File: config.mk
export PLATFORM = sky130hd
export DESIGN_NAME = phy_rx_lanes
export DESIGN_NICKNAME = d
export VERILOG_FILES = /design/src/rtl/phy_rx_lanes_pkg.sv /design/src/rtl/phy_rx_lanes_align.sv /design/src/rtl/phy_rx_lanes.sv
export SDC_FILE = /design/constraint.sdc
export NUM_CORES = 1
export LEC_CHECK = 0
export ABC_AREA = 1
export ABC_CLOCK_PERIOD_IN_PS = 2900
export BUFFER_PORTS_ARGS = -buffer_cell sky130_fd_sc_hd__buf_4
export CORE_MARGIN = 4
export CORE_UTILIZATION = 55
export CTS_BUF_LIST = sky130_fd_sc_hd__clkbuf_16
export DETAILED_ROUTE_END_ITERATION = 6
export GPL_ROUTABILITY_DRIVEN = 0
export PLACE_DENSITY = 0.77
export SYNTH_ARGS = -nofsm -noshare
export SYNTH_HDL_FRONTEND = slang
export SYNTH_SLANG_ARGS = --single-unit
File: constraint.sdc
create_clock -name clk -period 2.9 [get_ports clk]
set_input_delay 0.58 -clock clk [delete_from_list [all_inputs] [get_ports clk]]
set_output_delay 0.58 -clock clk [all_outputs]
set_load 0.01 [all_outputs]
File: src/rtl/phy_rx_lanes_pkg.sv
// Shared types and helpers for the serial PHY receive path.
package phy_rx_lanes_pkg;

    // Alignment FSM states.
    typedef enum logic [1:0] {
        HUNT   = 2'd0,
        COUNT  = 2'd1,
        LOCKED = 2'd2
    } rx_state_t;

    // Default alignment/idle symbol; wider words zero-extend it.
    localparam logic [7:0] DEFAULT_COMMA = 8'hBC;

    // Counter width able to index 0..n-1, never narrower than one bit.
    function automatic int cnt_width(input int n);
        return (n <= 2) ? 1 : $clog2(n);
    endfunction

endpackage

File: src/rtl/phy_rx_lanes_align.sv
// Word alignment: input register, shift window, bit counter and the
// HUNT/COUNT/LOCKED lock FSM. Emits one word strobe per received word while locked.
module phy_rx_lanes_align
    import phy_rx_lanes_pkg::*;
#(
    parameter int           W          = 8,
    parameter logic [W-1:0] COMMA      = W'(DEFAULT_COMMA),
    parameter int           SYNC_COUNT = 4,
    parameter int           LOSS_RUN   = 16
) (
    input  logic         clk,
    input  logic         rst,
    input  logic         serial_in,
    output logic [W-1:0] word,
    output logic         word_stb,
    output logic         word_is_comma,
    output logic         lock_lost,
    output logic         active,
    output logic         idle_out
);

    localparam int BW = cnt_width(W);
    localparam int RW = cnt_width(SYNC_COUNT + 1);
    localparam int LW = cnt_width(LOSS_RUN + 1);
    localparam logic [BW-1:0] LAST_BIT = BW'(W - 1);

    rx_state_t     state_reg, state_next;
    logic          in_reg;
    logic [W-1:0]  sr_reg;
    logic [BW-1:0] bit_cnt_reg, bit_cnt_next;
    logic [RW-1:0] run_reg, run_next;
    logic [LW-1:0] loss_reg, loss_next;
    logic          idle_reg, idle_next;
    logic          sr_is_comma;
    logic          at_strobe;
    logic          run_done;
    logic          loss_done;

    assign sr_is_comma = (sr_reg == COMMA);
    assign at_strobe   = (bit_cnt_reg == LAST_BIT);
    // The comma being counted now completes the required run.
    assign run_done    = (int'(run_reg) + 1 >= SYNC_COUNT);
    // The data word being counted now completes the loss run (0 disables).
    assign loss_done   = (LOSS_RUN != 0) && (int'(loss_reg) + 1 >= LOSS_RUN);

    // Bit capture: one input register, then an MSB-first shift into the word window.
    always_ff @(posedge clk) begin
        if (!rst) begin
            in_reg <= 1'b0;
            sr_reg <= '0;
        end else begin
            in_reg <= serial_in;
            sr_reg <= {sr_reg[W-2:0], in_reg};
        end
    end

    // Next-state logic: bit-slip search in HUNT, word-rate checks once aligned.
    always_comb begin
        state_next   = state_reg;
        bit_cnt_next = at_strobe ? '0 : bit_cnt_reg + BW'(1);
        run_next     = run_reg;
        loss_next    = loss_reg;
        word_stb     = 1'b0;
        lock_lost    = 1'b0;
        case (state_reg)
            HUNT: begin
                if (sr_is_comma) begin
                    bit_cnt_next = '0;
                    run_next     = RW'(1);
                    loss_next    = '0;
                    state_next   = (SYNC_COUNT <= 1) ? LOCKED : COUNT;
                end
            end
            COUNT: begin
                if (at_strobe) begin
                    if (sr_is_comma) begin
                        run_next = (run_reg == '1) ? run_reg : run_reg + RW'(1);
                        if (run_done) begin
                            state_next = LOCKED;
                            loss_next  = '0;
                        end
                    end else begin
                        run_next   = '0;
                        state_next = HUNT;
                    end
                end
            end
            LOCKED: begin
                if (at_strobe) begin
                    if (sr_is_comma) begin
                        loss_next = '0;
                        word_stb  = 1'b1;
                    end else if (loss_done) begin
                        // The word that drops lock is not delivered.
                        lock_lost  = 1'b1;
                        loss_next  = '0;
                        run_next   = '0;
                        state_next = HUNT;
                    end else begin
                        loss_next = (loss_reg == '1) ? loss_reg : loss_reg + LW'(1);
                        word_stb  = 1'b1;
                    end
                end
            end
            default: begin
                state_next = HUNT;
                run_next   = '0;
                loss_next  = '0;
            end
        endcase
    end

    // Idle tracks the last locked word and is forced high whenever lock is absent.
    always_comb begin
        idle_next = idle_reg;
        if (state_next != LOCKED) begin
            idle_next = 1'b1;
        end else if (state_reg == LOCKED && at_strobe) begin
            idle_next = sr_is_comma;
        end
    end

    // State, counters and idle flag.
    always_ff @(posedge clk) begin
        if (!rst) begin
            state_reg   <= HUNT;
            bit_cnt_reg <= '0;
            run_reg     <= '0;
            loss_reg    <= '0;
            idle_reg    <= 1'b1;
        end else begin
            state_reg   <= state_next;
            bit_cnt_reg <= bit_cnt_next;
            run_reg     <= run_next;
            loss_reg    <= loss_next;
            idle_reg    <= idle_next;
        end
    end

    assign word          = sr_reg;
    assign word_is_comma = sr_is_comma;
    assign active        = (state_reg == LOCKED);
    assign idle_out      = idle_reg;

endmodule

File: src/rtl/phy_rx_lanes.sv
// Serial PHY receiver: comma alignment followed by round-robin distribution of
// received words over NLANES lanes, one frame of NLANES words at a time.
module phy_rx_lanes
    import phy_rx_lanes_pkg::*;
#(
    parameter int           W          = 8,
    parameter int           NLANES     = 4,
    parameter logic [W-1:0] COMMA      = W'(DEFAULT_COMMA),
    parameter int           SYNC_COUNT = 4,
    parameter int           LOSS_RUN   = 16
) (
    input  logic                clk,
    input  logic                rst,
    input  logic                serial_in,
    output logic [NLANES*W-1:0] data_out,
    output logic [NLANES-1:0]   valid_out,
    output logic                active,
    output logic                idle_out
);

    localparam int SW = cnt_width(NLANES);
    localparam int DW = cnt_width(NLANES * W + 1);
    localparam logic [SW-1:0] LAST_SLOT = SW'(NLANES - 1);

    logic [W-1:0]          word;
    logic                  word_stb;
    logic                  word_is_comma;
    logic                  lock_lost;
    logic [SW-1:0]         slot_reg;
    logic [NLANES*W-1:0]   frame_data_reg, frame_data_next;
    logic [NLANES-1:0]     frame_valid_reg, frame_valid_next;
    logic [NLANES*W-1:0]   data_out_reg;
    logic [NLANES-1:0]     valid_out_reg;
    logic [DW-1:0]         drain_reg;
    logic [DW-1:0]         drain_init;
    logic                  frame_done;

    phy_rx_lanes_align #(
        .W          (W),
        .COMMA      (COMMA),
        .SYNC_COUNT (SYNC_COUNT),
        .LOSS_RUN   (LOSS_RUN)
    ) u_align (
        .clk           (clk),
        .rst           (rst),
        .serial_in     (serial_in),
        .word          (word),
        .word_stb      (word_stb),
        .word_is_comma (word_is_comma),
        .lock_lost     (lock_lost),
        .active        (active),
        .idle_out      (idle_out)
    );

    assign frame_done = word_stb && (slot_reg == LAST_SLOT);
    // Cycles from a lock loss at the current slot until that frame would have completed.
    assign drain_init = DW'((NLANES - 1 - int'(slot_reg)) * W);

    // Frame image including the word arriving now, so a completed frame can be
    // loaded straight into the output registers without an extra cycle.
    generate
        for (genvar gi = 0; gi < NLANES; gi++) begin : g_slot
            logic hit;
            assign hit = word_stb && (slot_reg == SW'(gi));
            assign frame_data_next[gi*W +: W] =
                hit ? (word_is_comma ? '0 : word) : frame_data_reg[gi*W +: W];
            assign frame_valid_next[gi] = hit ? ~word_is_comma : frame_valid_reg[gi];
        end
    endgenerate

    // Slot pointer and partial-frame buffer; restarts at slot 0 on every lock entry.
    always_ff @(posedge clk) begin
        if (!rst) begin
            slot_reg        <= '0;
            frame_data_reg  <= '0;
            frame_valid_reg <= '0;
        end else if (!active || lock_lost) begin
            slot_reg        <= '0;
            frame_valid_reg <= '0;
        end else if (word_stb) begin
            slot_reg        <= (slot_reg == LAST_SLOT) ? '0 : slot_reg + SW'(1);
            frame_data_reg  <= frame_data_next;
            frame_valid_reg <= frame_valid_next;
        end
    end

    // Output frame registers; after a lock loss valid_out drops at the frame
    // boundary the lost frame would have reached, while data_out keeps its value.
    always_ff @(posedge clk) begin
        if (!rst) begin
            data_out_reg  <= '0;
            valid_out_reg <= '0;
            drain_reg     <= '0;
        end else if (frame_done) begin
            data_out_reg  <= frame_data_next;
            valid_out_reg <= frame_valid_next;
            drain_reg     <= '0;
        end else if (lock_lost) begin
            if (slot_reg == LAST_SLOT) begin
                valid_out_reg <= '0;
            end else begin
                drain_reg <= drain_init;
            end
        end else if (drain_reg != '0) begin
            drain_reg <= drain_reg - DW'(1);
            if (drain_reg == DW'(1)) begin
                valid_out_reg <= '0;
            end
        end
    end

    assign data_out  = data_out_reg;
    assign valid_out = valid_out_reg;

endmodule

==> results.md, run 1 <==
- Leakage: 2.24 nW
- FF-to-FF End: drain_reg[1]$_SDFFE_PP0P_
- Drt pass-1 iters: 5
- I/O pin count: 41
- Vias/cell: 5.21
- PD cells: 518 mW/mm²
- Via count: 3632
- Setup violations, final: 0
- CTS Hold Bufs: 0
- Fin Setup TNS: 0 ps
- Initial Util: 57.2%
- Post-DRT Antenna Nets: 0
- Area grow syn2layout: 14.4%
- Post-synthesis sequential area ratio: 44.6%
- Clock skew: 6.74 ps
- Yosys warns: 0
- Synthesized area per cell: 7.49 µm²
- FFs w/ async S/R, synth: 0%
- Highest net fanout along the worst path: 31
- Hold Crit Start: u_align.in_reg$_SDFF_PN0_
- CTS tree: done
- Total Wirelength: 9.04 mm
- DR WL met3: 509 µm
- RSZ-0062 raised after global routing: false
- Worst-margin pin slew: 461 ps
- Core Util, Final: 65.5%
- DIE AREA: 0.00913 mm²
- DR WL met2: 4.06 mm
- Relative slew margins: 69.3%
- Worst hold slack: 418 ps
- Worst Path Arrival: 2510 ps
- 1st-iter DRT viols: 220
- CP endpoint kind: flip-flop
- Layout cell share with drive strength beyond 1: 13.7%
- Hold Path Class: reg2reg
- VDD IR max: 0.365 mV
- Max-cap viol count: 0
- # rows: 31
- Final Hold Fails: 0
- Pins Over Slew Limit: 0
- Clock Latency Late Sink: 340 ps
- Max Used Layer: met4
- Fmax: 446 MHz
- Largest net degree at the start of global routing: 39
- Worst reg2reg path startpoint: u_align.bit_cnt_reg[0]$_SDFF_PN0_
- Worst Setup SP: u_align.bit_cnt_reg[0]$_SDFF_PN0_
- Flip-flop and latch count after synthesis: 94
- GRT overflow: 0
- Dpl hpwl: 6.37 mm
- First-pass GRT wire length: 15.2 mm
- Mapped Cells: 563
- Largest area contributor in the netlist: dfxtp_1
- PortBufs: 40
- Setup Crit Path Kind: reg2reg
- Outcome: complete, no violations
- Max reg flops: 32
- Final period util: 77.3%
- Fin crit period: 2240 ps
- WL/cell: 13.0 µm
- Bufs on Longest Clock Path: 2
- DIE WIDTH: 95.6 µm
- Post-cts sizing count: 0
- Post-synth top area share: 44.6%
- Clk slew on worst S/H paths: 70 ps
- Number of global-route vias before repair: 3338
- Synth cell types: 32
- Initial antenna violation count: 0
- Setup bufs post-CTS: 0
- Reg2reg path depth: 11
- Total number of H-tree levels: 3
- Ys flop type: dfxtp_1
- CTS sink count: 94
- EDFF count, synth: 0
- Commonest cells post-synth: nand2_1 (152), dfxtp_1 (94), inv_1 (78)
- Crit start category: flip-flop
- Residual DRC: 0
- Core box area: 0.00737 mm²
- Synthesized net count: 579
- Top-count cell post-synth: nand2_1
- Total Routing Usage GR: 21.2%
- Hold Path Sink: u_align.word[0]$_SDFF_PN0_
- WHS Path Cells: 2
- Cell area after synthesis: 0.00422 mm²
- Die height: 95.6 µm
- Diode count: 0
- Internal reg-to-reg setup slack: 660 ps
- WP data required: 3170 ps
- Met1 Wirelength: 4.26 mm
- Total CTS buffers: 9
- Final #Nets: 610
- Clk root buf: clkbuf_16
- Largest cells by area after synthesis: dfxtp_1 (45%), nand2_1 (14%), inv_1 (6.9%), nand3_1 (5.0%), nand4_1 (4.0%)
## critical path, cell delays in order (launching register included)
cell	delay [ps]
dfxtp_1	330
ha_1	140
ha_1	200
inv_1	180
nor2_8	170
buf_4	340
nand3_2	180
nand2_1	130
nand2_1	140
inv_1	140
nand2_1	70
a21oi_1	140
## metrics by stage
step | area (µm²) | total power, W | instances | setup slack (ps)
after floorplan | 4220 | 0.00136 | 563 | 1030
after global placement | 4530 | 0.00136 | 682 | 749
after detailed placement | 4530 | 0.00136 | 682 | 694
after CTS | 4830 | 0.00251 | 697 | 653
after global routing | 4830 | 0.00257 | 697 | 365
final | 4830 | 0.00250 | 697 | 658
## cells in the final DEF (no fill, tap or decap), types with 9 or more instances in the layout
cell type | netlist | final
buf_4 | 4 | 45
nor2_1 | 43 | 43
o21ai_0 | 11 | 11
nand2_1 | 152 | 152
inv_1 | 78 | 78
a21oi_1 | 33 | 33
ha_1 | 13 | 13
nand3_1 | 42 | 42
nand4_1 | 27 | 27
dfxtp_1 | 94 | 94
clkbuf_16 | 0 | 9
## power by group
part           internal (W)  switching, W
registers           0.00130    0.00000240
clock network      0.000669      0.000496
logic            0.00000858     0.0000278
total               0.00197      0.000527
## kinds of logic after synthesis
logic type | after synthesis | share of synthesized area, %
AO/OA/AOI/OAI | 58 | 8.16
buffers and inverters | 109 | 11.0
AND/OR/NAND/NOR | 285 | 31.5
adder cells (fa/ha/maj) | 13 | 3.86
flip-flops | 94 | 44.6
XOR/XNOR | 4 | 0.831
## area by class of cell
cell class,instances,area (µm²)
clock inverters,6,68.8
well taps,99,124
inverters,84,317
clock buffers,9,225
multi-input cells,360,1870
fillers,639,2540
repair buffers,45,338
flip-flops and latches,94,1880
## worst max-delay path by stage
stage	endpoint
floorplan	data_out[18]$_SDFFE_PN0P_
global route	drain_reg[1]$_SDFFE_PP0P_
global placement	data_out[1]$_SDFFE_PN0P_
CTS	drain_reg[1]$_SDFFE_PP0P_
detailed placement	drain_reg[1]$_SDFFE_PP0P_
finish	drain_reg[1]$_SDFFE_PP0P_
## layer usage
layer / track usage (%) / vias up
met5: 0 / -
met2: 33.5 / 113
met4: 9.60 / 0
li1: - / 1850
met3: 3.55 / 18
met1: 28.2 / 1651
Power figures use the tool's default switching activity.
==> run 2: changes to the inputs <==
--- a/config.mk
+++ b/config.mk
@@ -6,7 +6,7 @@
 export NUM_CORES = 1
 export LEC_CHECK = 0
 export ABC_AREA = 1
-export ABC_CLOCK_PERIOD_IN_PS = 2900
+export ABC_CLOCK_PERIOD_IN_PS = 2220
 export BUFFER_PORTS_ARGS = -buffer_cell sky130_fd_sc_hd__buf_4
 export CORE_MARGIN = 4
 export CORE_UTILIZATION = 55
==> constraint.sdc (replaced) <==
create_clock -name clk -period 2.22 [get_ports clk]
set_input_delay 0.444 -clock clk [delete_from_list [all_inputs] [get_ports clk]]
set_output_delay 0.444 -clock clk [all_outputs]
set_load 0.01 [all_outputs]
==> run 2 against run 1 <==
Effect of this change: highest routed layer unchanged; global-route usage up 0.44 points; critical path depth unchanged; die area unchanged; wire length up 2.9%; utilization up 1.7 points; hold slack worse by 110 ps; critical endpoint is now data_out[16]$_SDFFE_PN0P_.
==> results.md, run 2 (synthesized netlist as in run 1, its figures left out) <==
- Crit path largest cell delay: 370 ps (+30 ps)
- CTS sink count: 94 (unchanged)
- Setup violations, final: 0 (unchanged)
- Outcome: complete, no violations
- Core box area: 0.00737 mm² (unchanged)
- Highest-delay cell along the critical path: dfxtp_1
- DIE WIDTH: 95.6 µm (unchanged)
- Crit start category: flip-flop
- Dpl hpwl: 6.36 mm (-0.12%)
- Total Routing Usage GR: 21.6% (+0.44 points)
- WP data required: 2490 ps (-680 ps)
- Number of global-route vias before repair: 3492 (+4.6%)
- Total Wirelength: 9.29 mm (+2.9%)
- Bufs on Longest Clock Path: 2 (unchanged)
- Clock skew: 8.46 ps (+1.72 ps)
- CP endpoint kind: flip-flop
- Filler cells: 623 (-2.5%)
- GRT overflow: 0 (unchanged)
- Final Hold Fails: 0 (unchanged)
- Total CTS buffers: 9 (unchanged)
- Most frequent cells in the layout: nand2_1 (151), dfxtp_1 (93), inv_1 (78), buf_4 (46), nor2_1 (43)
- PortBufs: 40 (unchanged)
- Clk slew on worst S/H paths: 70 ps (about the same)
- WL/cell: 13.2 µm (+2.0%)
- Clk root buf: clkbuf_16
- Worst Path Arrival: 2310 ps (-200 ps)
- 1st-iter DRT viols: 195 (-11%)
- Area grow syn2layout: 17.4%
- Cell Area, Placed: 0.00460 mm² (+1.5%)
- Worst hold slack: 307 ps (-111 ps)
- Total number of H-tree levels: 3 (unchanged)
- Residual DRC: 0 (unchanged)
- Initial Util: 57.2% (unchanged)
- Post-DRT Antenna Nets: 0 (unchanged)
- First-pass GRT wire length: 15.7 mm (+3.3%)
- Final period util: 92.1% (+15 points)
- I/O pin count: 41 (unchanged)
- Fin Setup TNS: 0 ps (unchanged)
- Max reg flops: 32 (unchanged)
- Hold Path Class: in2reg
- Relative slew margins: 68.2% (-1.1 points)
- Setup Crit Path Kind: reg2reg
- Initial antenna violation count: 0 (unchanged)
- Clock Latency Late Sink: 340 ps (about the same)
- Layout cell share with drive strength beyond 1: 14.6% (+0.86 points)
- RSZ-0062 raised after global routing: false
- Pins Over Slew Limit: 0 (unchanged)
- Most common cell after layout, fill and taps aside: nand2_1
- Via count: 3677 (+1.2%)
- # rows: 31 (unchanged)
- Setup bufs post-CTS: 0 (unchanged)
- Highest net fanout along the worst path: 11 (-65%)
- Largest net degree at the start of global routing: 42 (+7.7%)
- PD cells: 683 mW/mm² (+32%)
- Max-cap viol count: 0 (unchanged)
- VDD IR max: 0.418 mV (+15%)
- Fin crit period: 2050 ps (-196 ps)
- Diode count: 0 (unchanged)
- Fmax: 489 MHz (+9.6%)
- DIE AREA: 0.00913 mm² (unchanged)
- Critical-path cell list: ha_1 > nand2_1 > nor2_1 > ha_1 > o21bai_4 > nand2_4 > buf_12 > nand3_4 > nand2_1 > nand3_1 > a21boi_1
- Final #Nets: 615 (+0.82%)
- Vias/cell: 5.23 (+0.37%)
- Fin area: 0.00495 mm² (+2.6%)
- Die height: 95.6 µm (unchanged)
- Drt pass-1 iters: 5 (unchanged)
- Worst-margin pin slew: 477 ps (+16.8 ps)
- CTS tree: done
- Leakage: 2.30 nW (+2.6%)
run 2: worst paths after layout:
path         slack [ps]                          to                        startpoint  depth (start not counted)
max                 170   data_out[16]$_SDFFE_PN0P_  u_align.loss_reg[0]$_SDFFE_PN0P_                         11
min                 310   u_align.in_reg$_SDFF_PN0_                         serial_in                          3
max reg2reg         170   data_out[16]$_SDFFE_PN0P_  u_align.loss_reg[0]$_SDFFE_PN0P_                         11
min reg2reg         410  u_align.word[0]$_SDFF_PN0_         u_align.in_reg$_SDFF_PN0_                          2
run 2: report_power, final:
group	switching [W]	internal, W
clock	0.000647	0.000989
sequential	0.00000318	0.00169
combinational	0.0000379	0.0000118
run 2: worst max-delay path: cells and delay by family, from the launching register on:
family	cells	cell delay [ps]
adders and majority gates	2	450
AOI/OAI and AO/OA	2	360
buffers and inverters	1	160
DFF	1	370
and+or+nand+nor	6	640
run 2: layout make-up:
class | count | area (µm²) | area share, %
Inverter | 84 | 317 | 6.39
Timing Repair Buffer | 50 | 430 | 8.69
Clock buffer | 9 | 225 | 4.55
Clock inverter | 7 | 93.8 | 1.89
Tap cell | 99 | 124 | 2.50
Sequential cell | 94 | 1880 | 38.0
Multi-Input combinational cell | 360 | 1880 | 37.9
run 2: per-stage QoR:
step / cells / setup WS [ps] / power [W] / utilization [%]
2_1_floorplan: 563 / 352 / 0.00177 / -
3_3_place_gp: 686 / 226 / 0.00178 / 62.4
3_5_place_dp: 686 / 159 / 0.00178 / 62.4
4_1_cts: 702 / 149 / 0.00340 / 66.7
5_1_grt: 703 / 24.5 / 0.00348 / 67.2
6_report: 703 / 175 / 0.00338 / 67.2
run 2: what timing repair did:
action,4_1_cts,5_1_grt
hold buffers,0,0
setup endpoints to repair,0,3
hold endpoints to repair,0,0
resized for setup,0,3
run 2: metal layers:
layer / vias to the layer above / GRT usage [%] / share of wire [%]
li1: 1858 / - / -
met1: 1679 / 29.9 / 46
met2: 125 / 33.6 / 46
met3: 15 / 3.71 / 6.3
met4: 0 / 8.06 / 1.9
met5: - / 0 / 0
